==> config.mk <==
export PLATFORM = sky130hd
export DESIGN_NAME = core_mem_bridge
export DESIGN_NICKNAME = d
export VERILOG_FILES = /design/src/rtl/core_mem_bridge_pkg.sv /design/src/rtl/core_mem_bridge_mem_req_slot.sv /design/src/rtl/core_mem_bridge.sv
export SDC_FILE = /design/constraint.sdc
export NUM_CORES = 1
export LEC_CHECK = 0
export ABC_AREA = 1
export BUFFER_PORTS_ARGS = -buffer_cell sky130_fd_sc_hd__clkbuf_2
export CAP_MARGIN = 20
export CORE_MARGIN = 10
export CORE_UTILIZATION = 41
export CTS_CLUSTER_DIAMETER = 40
export DETAILED_ROUTE_END_ITERATION = 12
export PLACE_DENSITY = 0.67
export SLEW_MARGIN = 30
export SYNTH_ARGS = -nofsm -noshare
export SYNTH_HDL_FRONTEND = slang
export SYNTH_HIERARCHICAL = 1
export SYNTH_SLANG_ARGS = --single-unit
==> constraint.sdc <==
create_clock -name clk -period 2.05 [get_ports clk]
set_input_delay 0.1025 -clock clk [delete_from_list [all_inputs] [get_ports clk]]
set_output_delay 0.1025 -clock clk [all_outputs]
set_load 0.005 [all_outputs]
==> src/rtl/core_mem_bridge_pkg.sv <==
// core_mem_bridge_pkg
//   Shared widths and FSM state type for the core-to-bus memory bridge.
//   Imported by mem_req_slot and core_mem_bridge.
package core_mem_bridge_pkg;

    localparam int ADDR_W = 32;
    localparam int DATA_W = 32;
    localparam int STRB_W = 4;

    typedef enum logic [2:0] {
        ST_IDLE,
        ST_D_REQ,
        ST_D_WAIT,
        ST_I_REQ,
        ST_I_WAIT,
        ST_DONE
    } state_t;

    // A bus access is outstanding in these states; the pipeline must hold.
    function automatic logic is_busy(input state_t s);
        return (s == ST_D_REQ) || (s == ST_D_WAIT) ||
               (s == ST_I_REQ) || (s == ST_I_WAIT);
    endfunction

endpackage

==> src/rtl/core_mem_bridge_mem_req_slot.sv <==
// mem_req_slot
//   Holds one latched core request (pending flag, addr, wdata, byte strobes)
//   and the registered read data returned for it.
// Ports:
//   clk, rst              clock, asynchronous active-low reset
//   capture               latch capture_* fields and mark the request pending
//   capture_addr/wdata/wen request fields from the core port
//   complete              this slot owns the bus response phase (its *_WAIT)
//   data_ok, bus_rdata    bus response; rdata is loaded only for reads
//   pending, addr, wdata, wen   latched request
//   rdata                 registered read data, changes only on a completed read
module mem_req_slot
    import core_mem_bridge_pkg::*;
(
    input  logic              clk,
    input  logic              rst,
    input  logic              capture,
    input  logic [ADDR_W-1:0] capture_addr,
    input  logic [DATA_W-1:0] capture_wdata,
    input  logic [STRB_W-1:0] capture_wen,
    input  logic              complete,
    input  logic              data_ok,
    input  logic [DATA_W-1:0] bus_rdata,
    output logic              pending,
    output logic [ADDR_W-1:0] addr,
    output logic [DATA_W-1:0] wdata,
    output logic [STRB_W-1:0] wen,
    output logic [DATA_W-1:0] rdata
);

    logic              pending_q, pending_d;
    logic [ADDR_W-1:0] addr_q,    addr_d;
    logic [DATA_W-1:0] wdata_q,   wdata_d;
    logic [STRB_W-1:0] wen_q,     wen_d;
    logic [DATA_W-1:0] rdata_q,   rdata_d;

    always_comb begin
        // NOTE: every signal gets its hold value first so no path leaves it unassigned (no latch).
        pending_d = pending_q;
        addr_d    = addr_q;
        wdata_d   = wdata_q;
        wen_d     = wen_q;
        rdata_d   = rdata_q;
        if (capture) begin
            pending_d = 1'b1;
            addr_d    = capture_addr;
            wdata_d   = capture_wdata;
            wen_d     = capture_wen;
        end
        if (complete && data_ok) begin
            pending_d = 1'b0;
            if (wen_q == '0) begin
                rdata_d = bus_rdata;
            end
        end
    end

    // NOTE: state registers use non-blocking assignments so all flops update together at the edge.
    always_ff @(posedge clk or negedge rst) begin
        if (!rst) begin
            pending_q <= 1'b0;
            addr_q    <= '0;
            wdata_q   <= '0;
            wen_q     <= '0;
            rdata_q   <= '0;
        end else begin
            pending_q <= pending_d;
            addr_q    <= addr_d;
            wdata_q   <= wdata_d;
            wen_q     <= wen_d;
            rdata_q   <= rdata_d;
        end
    end

    assign pending = pending_q;
    assign addr    = addr_q;
    assign wdata   = wdata_q;
    assign wen     = wen_q;
    assign rdata   = rdata_q;

endmodule

==> src/rtl/core_mem_bridge.sv <==
// core_mem_bridge
//   Serialises the core's instruction and data SRAM-style ports onto one
//   variable-latency bus (req/addr_ok/data_ok). Data access goes first.
//   stallreq_for_bus holds the pipeline until every request of the cycle is
//   done; rdata registers give the pipeline a synchronous-SRAM view.
// Ports:
//   clk, rst                     clock, asynchronous active-low reset
//   inst_sram_*                  fetch port (wen/wdata ignored, read-only)
//   data_sram_*                  load/store port (wen==0 means load)
//   stallreq_for_bus             pipeline hold request to CTRL
//   bus_req/wr/wstrb/addr/wdata  bus request channel
//   bus_addr_ok/data_ok/rdata    bus accept and response
module core_mem_bridge
    import core_mem_bridge_pkg::*;
(
    input  logic        clk,
    input  logic        rst,
    input  logic        inst_sram_en,
    input  logic [3:0]  inst_sram_wen,
    input  logic [31:0] inst_sram_addr,
    input  logic [31:0] inst_sram_wdata,
    output logic [31:0] inst_sram_rdata,
    input  logic        data_sram_en,
    input  logic [3:0]  data_sram_wen,
    input  logic [31:0] data_sram_addr,
    input  logic [31:0] data_sram_wdata,
    output logic [31:0] data_sram_rdata,
    output logic        stallreq_for_bus,
    output logic        bus_req,
    output logic        bus_wr,
    output logic [3:0]  bus_wstrb,
    output logic [31:0] bus_addr,
    output logic [31:0] bus_wdata,
    input  logic        bus_addr_ok,
    input  logic        bus_data_ok,
    input  logic [31:0] bus_rdata
);

    state_t state_q, state_d;

    logic              cap_data, cap_inst;
    logic              data_pending, inst_pending;
    logic [ADDR_W-1:0] data_addr, inst_addr;
    logic [DATA_W-1:0] data_wdata, inst_wdata;
    logic [STRB_W-1:0] data_wen, inst_wen;

    // Fetch is read-only: the inst slot is always captured with zero strobes.
    logic unused_ok;
    assign unused_ok = ^{inst_sram_wen, inst_sram_wdata, data_pending};

    mem_req_slot u_data_slot (
        .clk           (clk),
        .rst           (rst),
        .capture       (cap_data),
        .capture_addr  (data_sram_addr),
        .capture_wdata (data_sram_wdata),
        .capture_wen   (data_sram_wen),
        .complete      (state_q == ST_D_WAIT),
        .data_ok       (bus_data_ok),
        .bus_rdata     (bus_rdata),
        .pending       (data_pending),
        .addr          (data_addr),
        .wdata         (data_wdata),
        .wen           (data_wen),
        .rdata         (data_sram_rdata)
    );

    mem_req_slot u_inst_slot (
        .clk           (clk),
        .rst           (rst),
        .capture       (cap_inst),
        .capture_addr  (inst_sram_addr),
        .capture_wdata ('0),
        .capture_wen   ('0),
        .complete      (state_q == ST_I_WAIT),
        .data_ok       (bus_data_ok),
        .bus_rdata     (bus_rdata),
        .pending       (inst_pending),
        .addr          (inst_addr),
        .wdata         (inst_wdata),
        .wen           (inst_wen),
        .rdata         (inst_sram_rdata)
    );

    always_comb begin
        state_d   = state_q;
        cap_data  = 1'b0;
        cap_inst  = 1'b0;
        bus_req   = 1'b0;
        bus_wr    = 1'b0;
        bus_wstrb = '0;
        bus_addr  = '0;
        bus_wdata = '0;
        case (state_q)
            ST_IDLE: begin
                if (data_sram_en) begin
                    cap_data = 1'b1;
                    cap_inst = inst_sram_en;
                    state_d  = ST_D_REQ;
                end else if (inst_sram_en) begin
                    cap_inst = 1'b1;
                    state_d  = ST_I_REQ;
                end
            end
            ST_D_REQ: begin
                bus_req   = 1'b1;
                bus_wr    = |data_wen;
                bus_wstrb = data_wen;
                bus_addr  = data_addr;
                bus_wdata = data_wdata;
                if (bus_addr_ok) state_d = ST_D_WAIT;
            end
            ST_D_WAIT: begin
                if (bus_data_ok) state_d = inst_pending ? ST_I_REQ : ST_DONE;
            end
            ST_I_REQ: begin
                bus_req   = 1'b1;
                bus_wr    = |inst_wen;
                bus_wstrb = inst_wen;
                bus_addr  = inst_addr;
                bus_wdata = inst_wdata;
                if (bus_addr_ok) state_d = ST_I_WAIT;
            end
            ST_I_WAIT: begin
                if (bus_data_ok) state_d = ST_DONE;
            end
            // The core still presents the request just served; do not re-latch it.
            ST_DONE: state_d = ST_IDLE;
            default: state_d = ST_IDLE;
        endcase
    end

    always_ff @(posedge clk or negedge rst) begin
        if (!rst) state_q <= ST_IDLE;
        else      state_q <= state_d;
    end

    // Combinational in IDLE so the pipeline freezes in the cycle it asks;
    // forced low while reset is asserted.
    assign stallreq_for_bus = rst &
        (((state_q == ST_IDLE) & (inst_sram_en | data_sram_en)) | is_busy(state_q));

endmodule
==> out/results.md, run 1 <==
| Item | Value | Unit |
|---|---|---|
| Outcome | finished, final reports clean | - |
| Number of standard cells after synthesis | 1018 | - |
| Count of pins over their slew limit | 0 | - |
| Final worst-path cycle share | 0.9822 | - |
| Synth Area per Inst | 8.784 | um2 |
| Maximum count of clock buffers along a single path | 3 | - |
| Unrepaired setup endpoints after global routing | true | - |
| Die Outline Area | 0.02812 | mm2 |
| Initial antenna violation count | 3 | - |
| CTS clk-pin slew, worst paths | 40 | ps |
| CTS buffer count | 36 | - |
| First-pass iteration count of the detailed router | 5 | - |
| Stage delay of the slowest cell on the critical path | 400 | ps |
| Power Dens Cells | 1563 | mW/mm2 |
| Maximum number of pins on one net before global-route repair | 77 | - |
| Number of H-tree levels | 2 | - |
| Starting Density | 0.4214 | - |
| Crit end category | output port | - |
| Critical path's slowest cell | sky130_fd_sc_hd__dfrtp_1 | - |
| Core ar. | 0.02122 | mm2 |
| Type of origin of the critical path | flop | - |
| Top-level I/O count | 309 | - |
| Vias per Instance | 5.052 | - |
| CP max FO | 20 | - |
| Root buf cell | sky130_fd_sc_hd__clkbuf_16 | - |
| Total track usage | 0.2094 | - |
| HPWL after detailed placement | 18160 | um |
| Arr. time, crit path | 1910 | ps |
| Footprint of the multi-input gates | 0.003472 | mm2 |
| Final #Nets | 1644 | - |
| Total overflow reported by the global router | 0 | - |
| Layout area overhead | 51.78 | % |
| Final count of hold timing violations | 0 | - |
| Filler Cells Inserted | 1667 | - |
| Final RePlAce weighted congestion | 0.8467 | - |
| Clock period minus worst slack | 2013 | ps |
| Critical Path, Cell by Cell | buf_6, nor3_4, buf_4, buf_12, o21ai_1, nand4_1, clkbuf_2 | - |
| Required time of the worst setup path | 1950 | ps |
| Horizontal die dimension | 167.7 | um |
| Clk_skew | 23.36 | ps |
| Leakage Power | 7.510 | nW |
| Maximum vdd ir drop | 0.7110 | mV |
| First DRT Iteration DRCs | 923 | - |
| Remaining design rule violation count | 0 | - |
| Antenna Violating Nets Remaining | 0 | - |
| Sink Count | 204 | - |
| Standard-cell row count | 53 | - |
| Storage element area | 0.005106 | mm2 |
| Routed via count | 8962 | - |
| TritonCTS clock tree | yes | - |
| IO buf count | 272 | - |
| Fmax achieved | 496.7 | MHz |
| Max-cap violation count | 0 | - |
| Instance count after placement with tap cells included | 1552 | - |
| Fraction of final layout cells sized beyond drive strength 1 | 0.2614 | - |
| Die Ht | 167.7 | um |
| WS Path Type | reg2out | - |
| Non-Filler Instances | 1774 | - |
| Clock latency on the worst-skew pair | 500 | ps |
| Yosys Warn Count | 6 | - |
| Cell Area, Synth | 0.008942 | mm2 |
| First-pass GRT wire length | 48780 | um |
| Routed Wire Length | 31380 | um |
| Worst hold path type | in2reg | - |
| Overall power | 21.21 | mW |
| Post-DR wirelength/cell | 17.69 | um |
| Via count of the first global-routing pass | 9107 | - |
| Total of endpoints with negative setup slack in the final report | 0 | - |
[report_power, final]
group / total, mW / switching [mW] / internal, mW
registers: 7.07 / 1.16 / 5.92
logic: 7.83 / 4.52 / 3.31
clock network: 6.31 / 1.99 / 4.32
[critical path: cells and delay by family, from the launching register on]
kind | cells | cell delay, ps
AND/OR/NAND/NOR | 2 | 320
AO/OA/AOI/OAI | 1 | 100
buffers and inverters | 4 | 590
flip-flops | 1 | 400
[final timing paths]
check                                      startpoint  depth (start not counted)               endpoint  slack, ps
worst max-delay path                       state_q[1]                          7                 bus_wr         40
worst min-delay path                     data_sram_en                          6             state_q[1]         50
worst max register to register             state_q[0]                          9  u_inst_slot/rdata[16]        140
worst min register to register  u_data_slot/wdata[15]                          2  u_data_slot/wdata[15]        470
max in group asynchronous                         rst                          3  u_inst_slot/wdata[13]       1100
min in group asynchronous                         rst                          2  u_data_slot/rdata[10]        120
[sequential cells by signal, summed over array words and instances (netlist names)]
name / flops
u_inst_slot/wen: 4
u_inst_slot/wdata: 32
state_q: 3
u_data_slot/wdata: 32
u_inst_slot/pending: 1
u_data_slot/wen: 4
u_data_slot/addr: 32
u_data_slot/rdata: 32
u_inst_slot/rdata: 32
u_inst_slot/addr: 32
[per-stage QoR]
stage,setup slack [ps],utilization,area (um2),hold WS (ps),TNS [ps]
final,36.57,0.6396,13570,53.95,0
after global routing,-41.90,0.6396,13570,77.78,-248.6
after CTS,-16.10,0.6339,13450,46.20,-79.56
after detailed placement,292.1,0.4994,10600,108.8,0
after global placement,336.1,0.4994,10600,109.3,0
after floorplan,490.4,-,9074,-193.1,0
[cells in the final DEF (no fill, tap or decap), types with 2 or more instances in the layout]
master and instances:
sky130_fd_sc_hd__buf_2 9, sky130_fd_sc_hd__bufinv_16 7, sky130_fd_sc_hd__a22o_1 64, sky130_fd_sc_hd__clkbuf_2 262
sky130_fd_sc_hd__buf_4 21, sky130_fd_sc_hd__buf_6 2, sky130_fd_sc_hd__conb_1 36, sky130_fd_sc_hd__diode_2 3
sky130_fd_sc_hd__clkbuf_8 5, sky130_fd_sc_hd__dfrtp_1 203, sky130_fd_sc_hd__nor2_1 11, sky130_fd_sc_hd__clkbuf_16 40
sky130_fd_sc_hd__nor2_4 7, sky130_fd_sc_hd__clkinv_2 6, sky130_fd_sc_hd__inv_2 5, sky130_fd_sc_hd__nand3_4 2
sky130_fd_sc_hd__nand2_1 560, sky130_fd_sc_hd__nand3_1 6, sky130_fd_sc_hd__o21ai_0 3, sky130_fd_sc_hd__inv_1 12
sky130_fd_sc_hd__o21ai_1 4, sky130_fd_sc_hd__dlygate4sd3_1 135, sky130_fd_sc_hd__nand4_1 65, sky130_fd_sc_hd__clkinvlp_4 2
sky130_fd_sc_hd__buf_16 2, sky130_fd_sc_hd__clkbuf_1 5, sky130_fd_sc_hd__buf_12 13, sky130_fd_sc_hd__inv_6 2
[what timing repair did]
item / CTS / global route
pin swaps: 2 / 5
hold buffers: 135 / 0
resized for setup: 9 / 17
buffers inserted: 8 / 6
cloned: 3 / 4
setup endpoints to repair: 53 / 70
endpoints found under the hold margin: 218 / 0
[routing by layer]
layer,vias to the layer above,wire (um),GRT usage
li1,4178,-,-
met1,4241,12540,0.2530
met2,454,15110,0.3392
met3,89,2494,0.06344
met4,0,1236,0.09084
met5,-,0,0
[final cells by class]
cell class / instances / area share
flip-flops and latches: 204 / 0.3762
multi-input cells: 762 / 0.2558
repair buffers: 448 / 0.2425
clock buffers: 46 / 0.07365
well taps: 275 / 0.02535
clock inverters: 18 / 0.02074
inverters: 18 / 0.005162
diodes: 3 / 0.0005531
No activity file was read; power rests on OpenSTA's default activity.
==> run 2, diff against run 1 <==
--- a/config.mk
+++ b/config.mk
@@ -5,14 +5,14 @@
 export SDC_FILE = /design/constraint.sdc
 export NUM_CORES = 1
 export LEC_CHECK = 0
-export ABC_AREA = 1
 export BUFFER_PORTS_ARGS = -buffer_cell sky130_fd_sc_hd__clkbuf_2
 export CAP_MARGIN = 20
 export CORE_MARGIN = 10
 export CORE_UTILIZATION = 41
 export CTS_CLUSTER_DIAMETER = 40
 export DETAILED_ROUTE_END_ITERATION = 12
-export PLACE_DENSITY = 0.67
+export PLACE_DENSITY = 0.7
+export REMOVE_ABC_BUFFERS = 1
 export SLEW_MARGIN = 30
 export SYNTH_ARGS = -nofsm -noshare
 export SYNTH_HDL_FRONTEND = slang
==> constraint.sdc (replaced) <==
create_clock -name clk -period 1.8 [get_ports clk]
set_input_delay 0.09 -clock clk [delete_from_list [all_inputs] [get_ports clk]]
set_output_delay 0.09 -clock clk [all_outputs]
set_load 0.005 [all_outputs]
==> run 2 against run 1 <==
The run now ends with negative setup slack left. Die area up 1.0%. Combinational power up 28%. Wire length shrank 11%. Flip-flop and latch count did not move. Non-clock buffer count decreased by 1. Critical endpoint is now bus_wdata[10]. Global-route usage decreased by 2.7 points.
==> out/results.md, run 2 <==
| Item | Value | Unit | Delta |
|---|---|---|---|
| First-pass GRT wire length | 42510 | um | -13% |
| Clk_skew | 20.72 | ps | -2.648 ps |
| Number of H-tree levels | 2 | - | unchanged |
| CTS clk-pin slew, worst paths | 60 | ps | +20 ps |
| Most numerous cell on the critical path | sky130_fd_sc_hd__buf_12 | - |  |
| Final worst hold slack | 177.5 | ps | +123.5 ps |
| Final worst-path cycle share | 1.042 | - |  |
| Antenna Violating Nets Remaining | 0 | - | unchanged |
| Die Ht | 168.6 | um | +0.52% |
| Root buf cell | sky130_fd_sc_hd__clkbuf_16 | - |  |
| Layout area overhead | 54.18 | % |  |
| Final count of hold timing violations | 0 | - | unchanged |
| Maximum vdd ir drop | 1.115 | mV | +57% |
| Horizontal die dimension | 168.6 | um | +0.52% |
| Routed via count | 6788 | - | -24% |
| Violations in the final reports | negative setup slack | - |  |
| Sum of negative setup slack | -1574 | ps | -1574 ps |
| Sink Count | 204 | - | unchanged |
| Most common library cell in the layout ignoring fill and taps | sky130_fd_sc_hd__clkbuf_2 | - |  |
| Crit end category | output port | - |  |
| Storage element area | 0.005110 | mm2 | about the same |
| Post-DR wirelength/cell | 19.99 | um | +13% |
| Via count of the first global-routing pass | 7633 | - | -16% |
| Arr. time, crit path | 1790 | ps | -120 ps |
| Max transition margin | 0.4890 | - |  |
| CTS buffer count | 35 | - | -2.8% |
| Routed Wire Length | 27980 | um | -11% |
| Yosys Warn Count | 6 | - | unchanged |
| Critical Path, Cell by Cell | buf_12, buf_12, buf_4, mux2i_1, nor2_1, buf_2 | - |  |
| Power Dens Cells | 1820 | mW/mm2 | +16% |
| Total of endpoints with negative setup slack in the final report | 52 | - | +52 |
| Min setup slack post-route | -76.19 | ps | -112.8 ps |
| Required time of the worst setup path | 1710 | ps | -240 ps |
| Count of pins over their slew limit | 0 | - | unchanged |
| Leading cell types in the layout, fill and taps excluded | 240 x sky130_fd_sc_hd__clkbuf_2, 202 x sky130_fd_sc_hd__dfrtp_1, 140 x sky130_fd_sc_hd__mux2_2 | - |  |
| Starting Density | 0.4159 | - | -0.005484 |
| Synth Area per Inst | 14.71 | um2 | +67% |
| Max-cap violation count | 0 | - | unchanged |
| Initial antenna violation count | 0 | - | -3 |
| Cell Area, Synth | 0.009049 | mm2 | +1.2% |
| Maximum number of pins on one net before global-route repair | 139 | - | +81% |
| Total overflow reported by the global router | 0 | - | unchanged |
| Clock latency on the worst-skew pair | 490 | ps | about the same |
| Remaining design rule violation count | 0 | - | unchanged |
| Worst hold path type | in2reg | - |  |
| Footprint of the multi-input gates | 0.003845 | mm2 | +11% |
| Clock period minus worst slack | 1876 | ps |  |
| Unrepaired setup endpoints after global routing | true | - |  |
| Type of origin of the critical path | flop | - |  |
| Fmax achieved | 533.0 | MHz |  |
| Final RePlAce weighted congestion | 0.7496 | - | -11% |
| Worst-margin pin slew | 766.5 | ps |  |
| TritonCTS clock tree | yes | - |  |
| Vias per Instance | 4.849 | - | -4.0% |
| First DRT Iteration DRCs | 355 | - | -62% |
| WS Path Type | reg2out | - |  |
| Antenna diode count | 0 | - | -3 |
| Fraction of final layout cells sized beyond drive strength 1 | 0.5304 | - | +0.2690 |
| First-pass iteration count of the detailed router | 4 | - | -1 |
| Die Outline Area | 0.02841 | mm2 | +1.0% |
| IO buf count | 272 | - | unchanged |
| Leakage Power | 6.966 | nW | -7.2% |
| Filler Cells Inserted | 1554 | - | -6.8% |
| Final #Nets | 1269 | - | -23% |
| Critical path's slowest cell | sky130_fd_sc_hd__dfrtp_4 | - |  |
| Core ar. | 0.02176 | mm2 | +2.5% |
| Total track usage | 0.1827 | - | -0.02669 |
| Maximum count of clock buffers along a single path | 3 | - | unchanged |
| Top-level I/O count | 309 | - | unchanged |
| Standard-cell row count | 54 | - | +1.9% |
| Outcome | complete, but fails checks | - |  |
| Stage delay of the slowest cell on the critical path | 510 | ps | +110 ps |
| HPWL after detailed placement | 16220 | um | -11% |
| CP max FO | 7 | - | -65% |
| Number of standard cells after synthesis | 615 | - | -40% |
==> run 2: critical path, delay by kind of cell, from the launching register on <==
| kind | cells | cell delay [ps] |
|---|---|---|
| buffers and inverters | 4 | 580 |
| muxes | 1 | 140 |
| and+or+nand+nor | 1 | 60 |
| DFF | 1 | 510 |
==> run 2: cell type report <==
class	instances	area share
Clock inverter	17	0.01937
Clock buffer	45	0.07354
Inverter	2	0.0005381
Timing Repair Buffer	447	0.2396
Multi-Input combinational cell	405	0.2756
Tap cell	280	0.02511
Sequential cell	204	0.3663
==> run 2: report_power, final <==
group / internal, mW / leakage (nW) / total [mW] / switching [mW]
combinational: 5.66 / 3.85 / 10.0 / 4.35
clock: 4.90 / 0.613 / 7.20 / 2.30
sequential: 6.84 / 2.50 / 8.19 / 1.35
==> run 2: worst paths after layout <==
| kind | startpoint | to | slack (ps) | cells past startpoint |
|---|---|---|---|---|
| max | state_q[1] | bus_wdata[10] | -80 | 6 |
| min | inst_sram_en | state_q[1] | 180 | 4 |
| max reg2reg | state_q[1] | u_inst_slot/rdata[28] | -50 | 6 |
| min reg2reg | u_inst_slot/wdata[12] | u_inst_slot/wdata[12] | 500 | 1 |
| max in group asynchronous | rst | u_data_slot/rdata[1] | 840 | 3 |
| min in group asynchronous | rst | u_data_slot/wdata[5] | 290 | 3 |
==> run 2: per-layer routing <==
layer,share of wire,vias to the layer above,global-route usage
li1,-,3084,-
met1,0.41,3401,0.2175
met2,0.49,270,0.3086
met3,0.082,33,0.06809
met4,0.014,0,0.03974
met5,0,-,0
==> run 2: metrics by stage <==
step | setup slack (ps) | utilization | instances | area (um2) | total power, mW
floorplan | -2500 | - | 611 | 8891 | 13.11
global placement | 33.27 | 0.5012 | 1182 | 10900 | 16.75
detailed placement | -7.241 | 0.5012 | 1182 | 10900 | 17.03
CTS | -108.8 | 0.6303 | 1390 | 13710 | 25.04
global route | -141.6 | 0.6412 | 1400 | 13950 | 26.85
finish | -76.19 | 0.6412 | 1400 | 13950 | 25.39
==> run 2: what timing repair did <==
item | CTS | global route
gates cloned | 1 | 7
setup endpoints to repair | 159 | 138
pin swaps | 1 | 11
endpoints found under the hold margin | 371 | 0
gates resized for setup | 13 | 48
hold buffers | 135 | 0
buffers inserted | 10 | 3
==> run 3, diff against run 2 <==
--- a/config.mk
+++ b/config.mk
@@ -11,7 +11,7 @@
 export CORE_UTILIZATION = 41
 export CTS_CLUSTER_DIAMETER = 40
 export DETAILED_ROUTE_END_ITERATION = 12
-export PLACE_DENSITY = 0.7
+export PLACE_DENSITY = 0.71
 export REMOVE_ABC_BUFFERS = 1
 export SLEW_MARGIN = 30
 export SYNTH_ARGS = -nofsm -noshare
==> constraint.sdc (replaced) <==
create_clock -name clk -period 1.8 [get_ports clk]
set_input_delay 0.09 -clock clk [delete_from_list [all_inputs] [get_ports clk]]
set_output_delay 0.09 -clock clk [all_outputs]
set_load 0.05 [all_outputs]
==> run 3 against run 2 <==
The run still ends with negative setup slack left. Power increased by 21%. Via count decreased by 2.4%. Sequential share of layout area about the same. Hold slack got worse by 23 ps. Largest power group unchanged. Highest routed layer is now met5.
==> out/results.md, run 3 (synthesis results as in run 2) <==
| Item | Value | Unit | Delta |
|---|---|---|---|
| Worst hold path type | in2reg | - |  |
| Outcome | complete, but fails checks | - |  |
| Maximum vdd ir drop | 1.402 | mV | +26% |
| Fmax achieved | 503.1 | MHz | -5.6% |
| Fraction of final layout cells sized beyond drive strength 1 | 0.5232 | - | -0.007196 |
| Clk network pwr share | 0.190 | - | -0.093 |
| Number of buffer and inverter stages on the critical path | 2 | - | -2 |
| Root buf cell | sky130_fd_sc_hd__clkbuf_16 | - |  |
| Stage delay of the slowest cell on the critical path | 520 | ps | about the same |
| Die Ht | 168.6 | um | unchanged |
| CTS clk-pin slew, worst paths | 60 | ps | about the same |
| Number of H-tree levels | 1 | - | -1 |
| Total overflow reported by the global router | 0 | - | unchanged |
| Max transition margin | 0.5257 | - | +0.03667 |
| Critical path's slowest cell | sky130_fd_sc_hd__dfrtp_4 | - |  |
| Reg power frac | 0.265 | - | -0.058 |
| Non-Filler Instances | 1385 | - | -1.1% |
| Standard-cell row count | 54 | - | unchanged |
| Core ar. | 0.02176 | mm2 | unchanged |
| WS Path Type | reg2out | - |  |
| Maximum number of pins on one net before global-route repair | 96 | - | -31% |
| Placed standard-cell area | 0.01091 | mm2 | about the same |
| Type of origin of the critical path | flop | - |  |
| Maximum count of clock buffers along a single path | 3 | - | unchanged |
| Top-level I/O count | 309 | - | unchanged |
| Routed Wire Length | 26780 | um | -4.3% |
| Leading cell types in the layout, fill and taps excluded | 202 x sky130_fd_sc_hd__clkbuf_2, 202 x sky130_fd_sc_hd__dfrtp_1, 140 x sky130_fd_sc_hd__mux2_2 | - |  |
| Min setup slack post-route | -187.6 | ps | -111.4 ps |
| Count of pins over their slew limit | 0 | - | unchanged |
| Violations in the final reports | negative setup slack | - |  |
| Final #Nets | 1251 | - | -1.4% |
| Final worst-path cycle share | 1.104 | - | +0.06187 |
| CTS buffer count | 31 | - | -11% |
| Arr. time, crit path | 1900 | ps | +110 ps |
| Design Area, Final | 0.01395 | mm2 | about the same |
| Power share of the combinational group | 0.545 | - | +0.151 |
| Net switching component of the power | 13.65 | mW | +71% |
| First DRT Iteration DRCs | 299 | - | -16% |
| Unrepaired setup endpoints after global routing | true | - |  |
| Required time of the worst setup path | 1710 | ps | about the same |
| Sum of negative setup slack | -7014 | ps | -5440 ps |
| Reg2Reg Setup Slack | 60 | ps | +110 ps |
| Total of endpoints with negative setup slack in the final report | 70 | - | +35% |
| First-pass GRT wire length | 42280 | um | -0.55% |
| Total track usage | 0.1806 | - | -0.002097 |
| Clock latency on the worst-skew pair | 530 | ps | +40 ps |
| First-pass iteration count of the detailed router | 4 | - | unchanged |
| Power Dens Cells | 2206 | mW/mm2 | +21% |
| Worst-margin pin slew | 711.5 | ps | -55.01 ps |
| Clock period minus worst slack | 1988 | ps | +111.4 ps |
| Post-DR wirelength/cell | 19.34 | um | -3.3% |
| Cell internal pwr | 17.12 | mW | -1.6% |
| Final RePlAce weighted congestion | 0.7614 | - | +1.6% |
| Critical Path, Cell by Cell | buf_16, mux2i_1, nor2_1, clkbuf_8 | - |  |
| Overall power | 30.77 | mW | +21% |
| Final count of hold timing violations | 0 | - | unchanged |
| CP max FO | 40 | - | +33 |
| IO buf count | 272 | - | unchanged |
| Instance count after placement with tap cells included | 1181 | - | -0.085% |
| Clk_skew | 16.08 | ps | -4.641 ps |
| HPWL after detailed placement | 16120 | um | -0.60% |
| Filler Cells Inserted | 1533 | - | -1.4% |
| Vias per Instance | 4.784 | - | -1.3% |
| Sw Ratio | 0.4436 | - | +0.1289 |
| TritonCTS clock tree | yes | - |  |
| Leakage Power | 6.860 | nW | -1.5% |
| Layout area overhead | 54.15 | % | about the same |
| Remaining design rule violation count | 0 | - | unchanged |
| Starting Density | 0.4159 | - | unchanged |
| Sink Count | 204 | - | unchanged |
| Antenna Violating Nets Remaining | 0 | - | unchanged |
| Final worst hold slack | 154.0 | ps | -23.42 ps |
| Crit end category | output port | - |  |
| Die Outline Area | 0.02841 | mm2 | unchanged |
| Initial antenna violation count | 5 | - | +5 |
| Top Family by Delay on Critical Path | flip-flops | - |  |
| Routed via count | 6626 | - | -2.4% |
| Via count of the first global-routing pass | 7587 | - | -0.60% |
| Worst setup slack before clock tree synthesis | 30.32 | ps | +37.56 ps |
| Max-cap violation count | 0 | - | unchanged |
| Finished Core Util | 0.6411 | - | about the same |
| Horizontal die dimension | 168.6 | um | unchanged |
run 3: changes by cell type in the layout (fill, tap and decap cells not counted), sizes merged:
cell,before,now
diode,0,4
buf,66,61
bufinv,6,2
inv,6,11
clkinvlp,7,6
clkinv,0,8
clkbuf,291,269
run 3: metal layers:
layer  wire [um]  track usage
met3        2323      0.06716
met1       10760       0.2118
met5          13            0
met2       13370       0.3093
met4         314      0.03861
run 3: worst paths after layout:
check / startpoint / endpoint / cells past startpoint
min in group asynchronous: rst / u_data_slot/addr[18] / 3
min reg2reg: u_data_slot/wdata[29] / u_data_slot/wdata[29] / 1
max reg2reg: state_q[1] / u_inst_slot/addr[26] / 4
min: inst_sram_en / state_q[1] / 4
max in group asynchronous: rst / state_q[1] / 3
max: state_q[1] / bus_wdata[20] / 4
run 3: worst reg2reg max path: cells and delay by family (launching register included):
| kind | cells | cell delay (ps) |
|---|---|---|
| buf+inv | 1 | 220 |
| flops | 1 | 520 |
| mux | 1 | 410 |
| simple gates | 2 | 480 |
run 3: repair_timing:
item                                   CTS  global route
buffers inserted                         6             0
pin swaps                                6             4
gates cloned                             2             0
setup endpoints to repair               70            87
hold buffers                           135             0
endpoints found under the hold margin  372             0
gates resized for setup                 81           127
run 3: cell type report:
cell class                      count  area, um2  share of cell area
Clock inverter                     25      244.0             0.01749
Multi-Input combinational cell    405       3835              0.2749
Antenna cell                        4      10.01           0.0007176
Sequential cell                   204       5110              0.3663
Clock buffer                       32      789.5             0.05660
Timing Repair Buffer              433       3602              0.2583
Tap cell                          280      350.3             0.02512
Inverter                            2      7.507           0.0005382
run 3: power groups by stage:
stage | logic [mW] | registers [mW] | clock network (mW)
2_1_floorplan | 8.40 | 10.1 | 0
3_3_place_gp | 14.4 | 8.06 | 0
3_5_place_dp | 14.6 | 8.13 | 0
4_1_cts | 16.0 | 8.10 | 5.98
5_1_grt | 17.6 | 8.44 | 6.16
6_report | 16.8 | 8.15 | 5.84
